===== src/rtl/cpu_sequencer_pkg.sv =====
// Shared definitions for the multi-cycle CPU sequencer: opcodes, ALU codes,
// sequencer state encoding and the control-word payload.
package cpu_sequencer_pkg;

  localparam int unsigned INSTR_W  = 32;
  localparam int unsigned OPC_W    = 6;
  localparam int unsigned ALU_OP_W = 4;

  localparam logic [OPC_W-1:0] OP_R    = 6'h00;
  localparam logic [OPC_W-1:0] OP_ADDI = 6'h08;
  localparam logic [OPC_W-1:0] OP_LW   = 6'h23;
  localparam logic [OPC_W-1:0] OP_SW   = 6'h2B;
  localparam logic [OPC_W-1:0] OP_BEQ  = 6'h04;
  localparam logic [OPC_W-1:0] OP_HALT = 6'h3F;

  localparam logic [ALU_OP_W-1:0] ALU_ADD = 4'h2;
  localparam logic [ALU_OP_W-1:0] ALU_SUB = 4'h6;

  typedef enum logic [2:0] {
    ST_FETCH  = 3'd0,
    ST_DECODE = 3'd1,
    ST_EXEC   = 3'd2,
    ST_MEM    = 3'd3,
    ST_WB     = 3'd4,
    ST_HALT   = 3'd5
  } state_e;

  // Control word driven to the datapath and memory each cycle
  typedef struct packed {
    logic                mem_req;
    logic                mem_we;
    logic                mem_src;
    logic                ir_en;
    logic                pc_en;
    logic                pc_sel;
    logic                rf_we;
    logic                rf_src;
    logic [ALU_OP_W-1:0] alu_op;
  } ctrl_t;

  function automatic logic [OPC_W-1:0] opcode_of(input logic [INSTR_W-1:0] instr);
    return instr[31:26];
  endfunction

endpackage


===== src/rtl/cpu_sequencer_if.sv =====
// Sequencer <-> datapath/memory bundle; master is the sequencer side.
interface cpu_sequencer_if #(
  parameter int unsigned CNT_W = 16
) ();
  import cpu_sequencer_pkg::*;

  logic [INSTR_W-1:0]  instr;
  logic                mem_ready;
  logic                alu_zero;
  logic                mem_req;
  logic                mem_we;
  logic                mem_src;
  logic                ir_en;
  logic                pc_en;
  logic                pc_sel;
  logic                rf_we;
  logic                rf_src;
  logic [ALU_OP_W-1:0] alu_op;
  logic                halted;
  logic                err;
  logic                illegal;
  logic [CNT_W-1:0]    retired;

  modport master (
    input  instr, mem_ready, alu_zero,
    output mem_req, mem_we, mem_src, ir_en, pc_en, pc_sel, rf_we, rf_src,
           alu_op, halted, err, illegal, retired
  );

  modport slave (
    output instr, mem_ready, alu_zero,
    input  mem_req, mem_we, mem_src, ir_en, pc_en, pc_sel, rf_we, rf_src,
           alu_op, halted, err, illegal, retired
  );

endinterface


===== src/rtl/cpu_sequencer_mem_wait_timer.sv =====
// Counts consecutive cycles a memory request waits; flags expiry on the
// TIMEOUT-th waiting cycle. TIMEOUT of 0 never expires.
module mem_wait_timer #(
  parameter int unsigned TIMEOUT = 15
) (
  input  logic clk,
  input  logic rst_n,
  input  logic req,
  input  logic ready,
  output logic expired
);

  localparam int unsigned CNT_W = (TIMEOUT < 2) ? 1 : $clog2(TIMEOUT);
  localparam logic [CNT_W-1:0] LAST = (TIMEOUT == 0) ? '0 : CNT_W'(TIMEOUT - 1);

  logic [CNT_W-1:0] cnt_q, cnt_d;
  logic             waiting_c;

  assign waiting_c = req & ~ready;

  // Saturating count of prior waiting cycles; any non-waiting cycle clears it
  always_comb begin
    cnt_d = '0;
    if (waiting_c) begin
      cnt_d = (cnt_q == '1) ? cnt_q : cnt_q + CNT_W'(1);
    end
  end

  always_ff @(posedge clk or negedge rst_n) begin
    if (!rst_n) begin
      cnt_q <= '0;
    end else begin
      cnt_q <= cnt_d;
    end
  end

  assign expired = (TIMEOUT != 0) && waiting_c && (cnt_q == LAST);

endmodule


===== src/rtl/cpu_sequencer.sv =====
// Multi-cycle CPU control sequencer: FETCH/DECODE/EXEC/MEM/WB/HALT with
// decoded control outputs, retired-instruction counter and memory timeout.
module cpu_sequencer
  import cpu_sequencer_pkg::*;
#(
  parameter int unsigned CNT_W   = 16,
  parameter int unsigned TIMEOUT = 15
) (
  input  logic            clk,
  input  logic            reset,
  cpu_sequencer_if.master bus
);

  state_e           state_q, state_d;
  logic [CNT_W-1:0] retired_q, retired_d;
  logic             err_q, err_d;
  logic             illegal_q, illegal_d;
  logic             retire_c;
  logic             expired_c;
  ctrl_t            ctrl_c, ctrl_o;
  logic [OPC_W-1:0] opcode_c;
  logic [3:0]       funct_c;
  logic             unused_instr_c;

  assign opcode_c       = opcode_of(bus.instr);
  assign funct_c        = bus.instr[3:0];
  assign unused_instr_c = ^bus.instr[25:4];

  mem_wait_timer #(
    .TIMEOUT (TIMEOUT)
  ) u_wait_timer (
    .clk     (clk),
    .rst_n   (reset),
    .req     (ctrl_o.mem_req),
    .ready   (bus.mem_ready),
    .expired (expired_c)
  );

  always_ff @(posedge clk or negedge reset) begin
    if (!reset) begin
      state_q   <= ST_FETCH;
      retired_q <= '0;
      err_q     <= 1'b0;
      illegal_q <= 1'b0;
    end else begin
      state_q   <= state_d;
      retired_q <= retired_d;
      err_q     <= err_d;
      illegal_q <= illegal_d;
    end
  end

  // Next state, control word and flag updates
  always_comb begin
    state_d   = state_q;
    retired_d = retired_q;
    err_d     = err_q;
    illegal_d = illegal_q;
    retire_c  = 1'b0;
    ctrl_c    = '0;

    case (state_q)
      ST_FETCH: begin
        ctrl_c.mem_req = 1'b1;
        if (bus.mem_ready) begin
          ctrl_c.ir_en = 1'b1;
          ctrl_c.pc_en = 1'b1;
          state_d      = ST_DECODE;
        end
      end

      ST_DECODE: state_d = ST_EXEC;

      ST_EXEC: begin
        case (opcode_c)
          OP_R: begin
            ctrl_c.alu_op = funct_c;
            state_d       = ST_WB;
          end
          OP_ADDI: begin
            ctrl_c.alu_op = ALU_ADD;
            state_d       = ST_WB;
          end
          OP_LW, OP_SW: begin
            ctrl_c.alu_op = ALU_ADD;
            state_d       = ST_MEM;
          end
          OP_BEQ: begin
            ctrl_c.alu_op = ALU_SUB;
            ctrl_c.pc_en  = bus.alu_zero;
            ctrl_c.pc_sel = bus.alu_zero;
            state_d       = ST_FETCH;
            retire_c      = 1'b1;
          end
          OP_HALT: begin
            state_d  = ST_HALT;
            retire_c = 1'b1;
          end
          default: begin
            illegal_d = 1'b1;
            state_d   = ST_FETCH;
            retire_c  = 1'b1;
          end
        endcase
      end

      ST_MEM: begin
        ctrl_c.mem_req = 1'b1;
        ctrl_c.mem_src = 1'b1;
        ctrl_c.mem_we  = (opcode_c == OP_SW);
        if (bus.mem_ready) begin
          if (opcode_c == OP_SW) begin
            state_d  = ST_FETCH;
            retire_c = 1'b1;
          end else begin
            state_d = ST_WB;
          end
        end
      end

      ST_WB: begin
        ctrl_c.rf_we  = 1'b1;
        ctrl_c.rf_src = (opcode_c == OP_LW);
        state_d       = ST_FETCH;
        retire_c      = 1'b1;
      end

      ST_HALT: state_d = ST_HALT;

      default: state_d = ST_FETCH;
    endcase

    // A stalled request that times out aborts the instruction without retiring it
    if (expired_c) begin
      state_d  = ST_HALT;
      err_d    = 1'b1;
      retire_c = 1'b0;
    end

    if (retire_c && (retired_q != '1)) begin
      retired_d = retired_q + CNT_W'(1);
    end
  end

  // Outputs are forced low for as long as reset is held
  assign ctrl_o = reset ? ctrl_c : ctrl_t'('0);

  assign bus.mem_req = ctrl_o.mem_req;
  assign bus.mem_we  = ctrl_o.mem_we;
  assign bus.mem_src = ctrl_o.mem_src;
  assign bus.ir_en   = ctrl_o.ir_en;
  assign bus.pc_en   = ctrl_o.pc_en;
  assign bus.pc_sel  = ctrl_o.pc_sel;
  assign bus.rf_we   = ctrl_o.rf_we;
  assign bus.rf_src  = ctrl_o.rf_src;
  assign bus.alu_op  = ctrl_o.alu_op;
  assign bus.halted  = (state_q == ST_HALT);
  assign bus.err     = err_q;
  assign bus.illegal = illegal_q;
  assign bus.retired = retired_q;

endmodule


===== src/flat_wrapper.sv =====
// flat-port wrapper written by rule: the top's interface ports become plain ports
module cpu_sequencer_flat import cpu_sequencer_pkg::*;
#(
  parameter int unsigned CNT_W   = 16,
  parameter int unsigned TIMEOUT = 15
)
  (clk, reset, bus_instr, bus_mem_ready, bus_alu_zero, bus_mem_req, bus_mem_we, bus_mem_src, bus_ir_en, bus_pc_en, bus_pc_sel, bus_rf_we, bus_rf_src, bus_alu_op, bus_halted, bus_err, bus_illegal, bus_retired);
  cpu_sequencer_if #(.CNT_W(CNT_W)) bus_i ();
  input  logic clk;
  input  logic reset;
  input wire logic [$bits(bus_i.instr)-1:0] bus_instr;
  input wire logic [$bits(bus_i.mem_ready)-1:0] bus_mem_ready;
  input wire logic [$bits(bus_i.alu_zero)-1:0] bus_alu_zero;
  output wire logic [$bits(bus_i.mem_req)-1:0] bus_mem_req;
  output wire logic [$bits(bus_i.mem_we)-1:0] bus_mem_we;
  output wire logic [$bits(bus_i.mem_src)-1:0] bus_mem_src;
  output wire logic [$bits(bus_i.ir_en)-1:0] bus_ir_en;
  output wire logic [$bits(bus_i.pc_en)-1:0] bus_pc_en;
  output wire logic [$bits(bus_i.pc_sel)-1:0] bus_pc_sel;
  output wire logic [$bits(bus_i.rf_we)-1:0] bus_rf_we;
  output wire logic [$bits(bus_i.rf_src)-1:0] bus_rf_src;
  output wire logic [$bits(bus_i.alu_op)-1:0] bus_alu_op;
  output wire logic [$bits(bus_i.halted)-1:0] bus_halted;
  output wire logic [$bits(bus_i.err)-1:0] bus_err;
  output wire logic [$bits(bus_i.illegal)-1:0] bus_illegal;
  output wire logic [$bits(bus_i.retired)-1:0] bus_retired;
  assign bus_i.instr = bus_instr;
  assign bus_i.mem_ready = bus_mem_ready;
  assign bus_i.alu_zero = bus_alu_zero;
  assign bus_mem_req = bus_i.mem_req;
  assign bus_mem_we = bus_i.mem_we;
  assign bus_mem_src = bus_i.mem_src;
  assign bus_ir_en = bus_i.ir_en;
  assign bus_pc_en = bus_i.pc_en;
  assign bus_pc_sel = bus_i.pc_sel;
  assign bus_rf_we = bus_i.rf_we;
  assign bus_rf_src = bus_i.rf_src;
  assign bus_alu_op = bus_i.alu_op;
  assign bus_halted = bus_i.halted;
  assign bus_err = bus_i.err;
  assign bus_illegal = bus_i.illegal;
  assign bus_retired = bus_i.retired;
  cpu_sequencer #(.CNT_W(CNT_W), .TIMEOUT(TIMEOUT)) u_core (.clk(clk), .reset(reset), .bus(bus_i));
endmodule

===== config.mk =====
export PLATFORM = sky130hd
export DESIGN_NAME = cpu_sequencer_flat
export DESIGN_NICKNAME = d
export VERILOG_FILES = /design/src/rtl/cpu_sequencer_pkg.sv /design/src/rtl/cpu_sequencer_if.sv /design/src/rtl/cpu_sequencer_mem_wait_timer.sv /design/src/rtl/cpu_sequencer.sv /design/src/flat_wrapper.sv
export SDC_FILE = /design/constraint.sdc
export NUM_CORES = 1
export LEC_CHECK = 0
export ABC_AREA = 1
export CAP_MARGIN = 20
export CORE_MARGIN = 2
export CORE_UTILIZATION = 47
export CTS_BUF_LIST = sky130_fd_sc_hd__clkbuf_8
export CTS_CLUSTER_DIAMETER = 100
export DETAILED_ROUTE_END_ITERATION = 12
export PLACE_DENSITY_LB_ADDON = 0.15
export SETUP_SLACK_MARGIN = 0.5
export SYNTH_ARGS = -nofsm -noshare
export SYNTH_HDL_FRONTEND = slang
export SYNTH_HIERARCHICAL = 1
export SYNTH_SLANG_ARGS = --single-unit

===== constraint.sdc =====
create_clock -name clk -period 2.35 [get_ports clk]
set_input_delay 0.47 -clock clk [delete_from_list [all_inputs] [get_ports clk]]
set_output_delay 0.47 -clock clk [all_outputs]
set_load 0.02 [all_outputs]

==> results.py, run 1 <==
metrics = {
    "outcome": {
        "result_of_the_run": "finished clean",
    },
    "logic_synthesis": {
        "synthesis.instances": 269,
        "post_synth_instance_area_sq_mm": 0.00192,
        "post_synth_cell_types": 30,
        "seq_area_frac_synth": 0.326,
        "netlist.area_leader.share": 0.326,
        "synthesis.nets": 308,
        "ys.warnings.count": 6,
        "ys_top_cells_by_area": "dfrtp_1 (33%), nand2_1 (13%), nand4_1 (7.2%), nor2_1 (7.0%), nand2_2 (6.5%)",
        "postSynthRegisterBits": 25,
        "synth_area_leader_cell": "dfrtp_1",
        "postSynthAreaPerCell_sq_um": 7.13,
    },
    "die": {
        "die-area_sq_mm": 0.00460,
        "core_sq_mm": 0.00397,
        "floorplan.io_pins": 67,
        "initial_core_util": 0.483,
        "floorplan.rows": 23,
        "die-width_um": 67.9,
        "die_extent_in_y_um": 67.9,
    },
    "setup_path": {
        "setup.worst_path.start_class": "register",
        "max_stage_delay_ns": 0.50,
        "worstPathBufferInverterCount": 1,
        "cp_cell_sequence": "nor3_4 > nand2_4 > nor3b_2 > buf_4",
        "crit_path_max_fanout": 6,
        "critical_path.top_delay_family": "simple AND/OR/NAND/NOR gates",
        "setup.worst_path.class": "reg -> out",
        "crit_arrival_ns": 1.47,
        "cp_slowest_cell": "dfrtp_2",
        "capturing_element_type_of_the_critical_path": "output port",
        "worst-endpoint-required_ns": 1.88,
    },
    "cts": {
        "clock_tree.root_cell": "clkbuf_8",
        "clock_tree.buffer_depth": 2,
        "cts-hold-fix-buffers": 0,
        "cts_num_sinks": 25,
        "numCtsBuffers": 3,
        "clock_insertion_delay_worst_skew_ns": 0.28,
        "clock_slew_seen_by_the_registers_of_the_worst_setup_and_hold_paths_ns": 0.10,
        "cts_tree": "done",
        "clock_tree.htree_level_count": 1,
    },
    "routing": {
        "antenna_left": 0,
        "drcViolationCount": 0,
        "detail_route.first_pass.iterations": 4,
        "wl_um": 5180,
        "drt_first_iter_violations": 112,
        "vias": 2054,
        "via_per_inst": 5.14,
        "wl_per_cell_um": 12.9,
    },
    "timing": {
        "slew_headroom": 0.781,
        "clock_skew_ns": 0.00372,
        "period_utilisation_layout": 0.824,
        "setup-violations-final": 0,
        "max_freq_mhz": 517,
        "finalWorstSetupSlack_ns": 0.414,
        "totalNegativeSetupSlack_ns": 0,
        "final_hold_viol_count": 0,
        "worst_slew_pin_slew_ns": 0.329,
        "clock_period_minus_worst_slack_ns": 1.94,
        "hold-worst-slack_ns": 0.402,
        "slew_viol_final": 0,
        "rsz0062_at_grt": "yes",
    },
    "grt": {
        "grt_first_pass_wirelength_um": 8280,
        "number_of_global_route_vias_before_repair": 1900,
        "grt_util_all_layers": 0.232,
        "grt_antenna_before_repair": 0,
        "maximum_number_of_pins_on_one_net_before_global_route_repair": 26,
        "grt_overflow_total": 0,
    },
    "placed_design": {
        "place.gp.congestion": 0.855,
        "detailedPlace.worstSlack_ns": -0.370,
        "place.detailed.hpwl_um": 3550,
        "io_buffer_count": 44,
        "place.detailed.instances": 384,
    },
    "power": {
        "total_leakage_power_nw": 1.46,
        "vdd.ir_drop.worst_mv": 0.551,
        "total_power_mw": 1.99,
        "power.density_mw_per_mm2": 709,
    },
    "job": {
        "maxCapViolations": 0,
    },
    "cells_and_area": {
        "seqCellArea_sq_um": 631,
        "multiInputGateArea_sq_mm": 0.00124,
        "layout.nets": 390,
        "non_filler_cells_final": 400,
        "layout-area-overhead-vs-synth_pct": 46.4,
        "insertedDiodeCount": 0,
        "fillers": 338,
        "layout_cells_sized_above_1": 0.357,
    },
    "hold_path": {
        "hold_path.class": "in -> async",
    },
}
[state kept, by name (all words and copies together), names as in the netlist]
register	count
u_core/bus.illegal	1
u_core/state_q	3
u_core/bus.err	1
u_core/u_wait_timer/cnt_q	4
u_core/bus.retired	16
[layer usage]
layer  global-route usage  part of all wire
met3               0.0411             0.045
met4               0.0575            0.0068
met1                0.310              0.46
met2                0.391              0.48
met5                    0                 0
[synth_stat cells (all sizes together)]
cell    instances
nand2          88
dfrtp          25
nand4          22
ha              3
xnor2           2
nor3b           2
nand3          27
o21ai           4
nor3            5
xor2            5
inv            30
o21bai          1
a31oi           1
a21oi           3
nor2           42
or2             1
o22ai           2
buf             3
nor4            1
clkbuf          2
[cell families (layout without fill, tap and decap cells)]
group | after synthesis | after routing | synth area share
AND/OR/NAND/NOR | 188 | 188 | 0.510
buffers and inverters | 35 | 116 | 0.0796
flip-flops | 25 | 25 | 0.326
AO/OA/AOI/OAI | 11 | 11 | 0.0320
XOR/XNOR | 7 | 7 | 0.0320
adder cells (fa/ha/maj) | 3 | 3 | 0.0196
[worst reg2reg max path, delay by kind of cell, from the launching register on]
family | cells | cell delay (ns)
flops | 1 | 0.44
buf+inv | 1 | 0.17
fa+ha+maj | 1 | 0.24
simple gates | 8 | 0.89
[worst paths after layout]
path	cells past startpoint	slack [ns]	start	endpoint
setup reg to reg	10	0.57	u_core/bus.retired[0]$_DFFE_PN0P_	u_core/bus.retired[2]$_DFFE_PN0P_
max in group asynchronous	2	1.68	reset	u_core/state_q[2]$_DFFE_PN0P_
hold reg to reg	1	0.48	u_core/bus.err$_DFFE_PN0P_	u_core/bus.err$_DFFE_PN0P_
hold / removal	2	0.40	reset	u_core/bus.retired[12]$_DFFE_PN0P_
setup / recovery	4	0.41	u_core/state_q[2]$_DFFE_PN0P_	bus_alu_op[3]
min in group clk	1	0.48	u_core/bus.err$_DFFE_PN0P_	u_core/bus.err$_DFFE_PN0P_
[what timing repair did]
| action | 4_1_cts | 5_1_grt |
|---|---|---|
| endpoints found under the setup margin | 42 | 37 |
| pin swaps | 13 | 9 |
| gates resized for setup | 96 | 32 |
| buffers inserted | 5 | 6 |
| gates cloned | 0 | 1 |
| hold endpoints to repair | 0 | 0 |
[power breakdown]
group          leakage (nW)  switching (mW)  internal [mW]  total [mW]
Sequential            0.329           0.123          0.505       0.628
Clock                0.0261           0.157          0.125       0.282
Combinational          1.11           0.575          0.506        1.08
[area by class of cell]
type,instances,share of cell area
inverters,30,0.0419
multi-input cells,209,0.442
well taps,50,0.0223
flip-flops and latches,25,0.225
clock inverters,1,0.00312
repair buffers,82,0.251
clock buffers,3,0.0147
[cell usage in the layout (no fill, tap or decap), drive strengths merged, types with 2 or more instances in the layout]
cell / n
a21oi: 3
buf: 51
nand3: 27
nand4: 22
inv: 31
xor2: 5
clkbuf: 7
dlymetal6s2s: 4
clkdlybuf4s50: 12
dfrtp: 25
nor3b: 2
nand2: 88
o22ai: 2
dlygate4sd2: 9
clkdlybuf4s15: 2
ha: 3
nor3: 5
xnor2: 2
nor2: 42
o21ai: 4
[stage by stage]
step / instance area, sq um / utilization
2_1_floorplan: 1950 / -
6_report: 2810 / 0.707
5_1_grt: 2810 / 0.707
3_5_place_dp: 2600 / 0.656
3_3_place_gp: 2600 / 0.656
4_1_cts: 2690 / 0.678
Power figures use the tool's default switching activity.
==> run 2, diff against run 1 <==
- clock period: 2.35 -> 1.8 ns (I/O delays scaled with it)
==> results.py, run 2 (same netlist as run 1, synthesis figures left out) <==
metrics = {
    "cells_and_area": {
        "final_util": 0.817,
        "final_cell_mix": "nand2_1 (62), buf_4 (54), buf_6 (33)",
        "largest_register_ff_count": 16,
        "layout.cells.most_common": "nand2_1",
        "insertedDiodeCount": 0,
        "layout_cells_sized_above_1": 0.509,
        "fillers": 238,
        "layout-area-overhead-vs-synth_pct": 69.3,
        "layout.nets": 425,
    },
    "setup_path": {
        "worst-endpoint-required_ns": 1.44,
        "ff2ff_setup_slack_ns": -0.06,
        "crit_path_max_fanout": 3,
        "setup.worst_path.class": "reg -> out",
        "worst_r2r_endpoint": "u_core/state_q[0]$_DFFE_PN0P_",
        "capturing_element_type_of_the_critical_path": "output port",
        "worst_r2r_startpoint": "u_core/state_q[2]$_DFFE_PN0P_",
        "timing.critical_path.to": "bus_mem_we",
        "r2r.worst_path.cells": 13,
        "setup.worst_path.start_class": "register",
        "critPathLaunch": "u_core/state_q[2]$_DFFE_PN0P_",
        "crit_arrival_ns": 1.51,
    },
    "timing": {
        "slew_viol_final": 0,
        "period_utilisation_layout": 1.04,
        "worst_slew_pin_slew_ns": 0.337,
        "max_freq_mhz": 536,
        "finalWorstSetupSlack_ns": -0.0653,
        "final_hold_viol_count": 0,
        "clock_skew_ns": 0.00407,
        "rsz0062_at_grt": "yes",
        "setup-violations-final": 11,
        "clock_period_minus_worst_slack_ns": 1.87,
        "slew_headroom": 0.775,
    },
    "power": {
        "total_power_mw": 2.92,
        "power.density_mw_per_mm2": 898,
        "total_leakage_power_nw": 1.60,
        "vdd.ir_drop.worst_mv": 0.919,
    },
    "routing": {
        "met3RoutedLength_um": 549,
        "drt_first_iter_violations": 184,
        "detail_route.first_pass.iterations": 6,
        "wl_um": 6780,
        "top_layer": "met4",
        "m1WireLength_um": 2700,
        "vias": 2385,
        "via_per_inst": 5.48,
        "wl_per_cell_um": 15.6,
        "met2_wirelength_um": 3460,
        "drcViolationCount": 0,
        "antenna_left": 0,
    },
    "grt": {
        "number_of_global_route_vias_before_repair": 2313,
        "maximum_number_of_pins_on_one_net_before_global_route_repair": 22,
        "grt_overflow_total": 0,
        "grt_util_all_layers": 0.301,
        "grt_first_pass_wirelength_um": 10600,
        "grt_antenna_before_repair": 0,
    },
    "die": {
        "initial_core_util": 0.483,
        "die-width_um": 67.9,
        "die_extent_in_y_um": 67.9,
        "floorplan.io_pins": 67,
        "floorplan.rows": 23,
        "core_sq_mm": 0.00397,
        "die-area_sq_mm": 0.00460,
    },
    "cts": {
        "cts_tree": "done",
        "clock_tree.htree_level_count": 1,
        "clock_slew_seen_by_the_registers_of_the_worst_setup_and_hold_paths_ns": 0.10,
        "clock_tree.buffer_depth": 2,
        "clock_insertion_delay_worst_skew_ns": 0.27,
        "clock_tree.root_cell": "clkbuf_8",
        "numCtsBuffers": 3,
        "cts_num_sinks": 25,
    },
    "outcome": {
        "violations": "negative setup slack",
        "result_of_the_run": "finished with violations",
    },
    "hold_path": {
        "hold_path.class": "in -> async",
    },
    "placed_design": {
        "place.detailed.hpwl_um": 3880,
        "io_buffer_count": 44,
        "place.gp.congestion": 0.875,
    },
    "job": {
        "maxCapViolations": 0,
    },
}
run 2: changes by cell type in the layout (fill, tap and decap cells not counted), moves of 6 or more:
cell / change
buf_2: +12
dlygate4sd2_1: -7
buf_4: +9
buf_6: +31
dfrtp_2: +8
dfrtp_1: -8
clkdlybuf4s50_1: -6
run 2: area by class of cell:
class	count	area, sq um	share of cell area
clock buffer	3	41.3	0.0127
clock inverter	1	8.76	0.00270
inverter	30	118	0.0362
multi-input combinational	210	1380	0.426
sequential	25	641	0.197
tap	50	62.6	0.0193
timing repair buffer	116	991	0.305
run 2: per-layer routing:
metal  track usage  vias up
met5             0        -
met4        0.0925        0
met2         0.520      125
li1              -     1119
met1         0.376     1126
met3        0.0674       15
run 2: through the flow:
step | instances | setup TNS (ns) | cell area [sq um] | setup slack (ns) | hold WS [ns]
3_3_place_gp | 394 | -13.02 | 2800 | -0.684 | 0.464
5_1_grt | 435 | -2.10 | 3250 | -0.165 | 0.325
3_5_place_dp | 394 | -13.44 | 2800 | -0.712 | 0.467
4_1_cts | 430 | -0.137 | 3220 | -0.0396 | 0.281
6_report | 435 | -0.344 | 3250 | -0.0653 | 0.315
2_1_floorplan | 269 | 0 | 2090 | 0.132 | 0.0644
run 2: worst max-delay path, cell delays in order, from the launching register on:
cell	delay (ns)
dfrtp_2	0.45
buf_12	0.14
buf_6	0.11
inv_4	0.05
nand3_4	0.07
buf_4	0.15
nor3_2	0.09
buf_4	0.16
run 2: how the worst min path moves through the flow:
stage                                        start                                        to  slack (ns)  depth (start not counted)
floorplan                                    reset                u_core/bus.err$_DFFE_PN0P_        0.06                          0
global placement        u_core/bus.err$_DFFE_PN0P_                u_core/bus.err$_DFFE_PN0P_        0.46                          1
detailed placement  u_core/bus.illegal$_DFFE_PN0P_            u_core/bus.illegal$_DFFE_PN0P_        0.47                          1
CTS                                          reset                u_core/bus.err$_DFFE_PN0P_        0.28                          2
global route                                 reset                u_core/bus.err$_DFFE_PN0P_        0.33                          2
finish                                       reset  u_core/u_wait_timer/cnt_q[0]$_DFFE_PN0P_        0.31                          2
run 2: report_power, final:
group          total [mW]  switching [mW]  internal [mW]  leakage (nW)
clock network       0.358           0.196          0.162        0.0261
registers           0.785           0.120          0.665         0.316
logic                1.77           0.957          0.816          1.25
total                2.92            1.27           1.64          1.60
run 2: repair_timing:
item	4_1_cts	5_1_grt
endpoints found under the setup margin	56	47
hold buffers	0	0
gates resized for setup	209	17
pin swaps	37	10
gates cloned	2	0
setup buffers	30	5
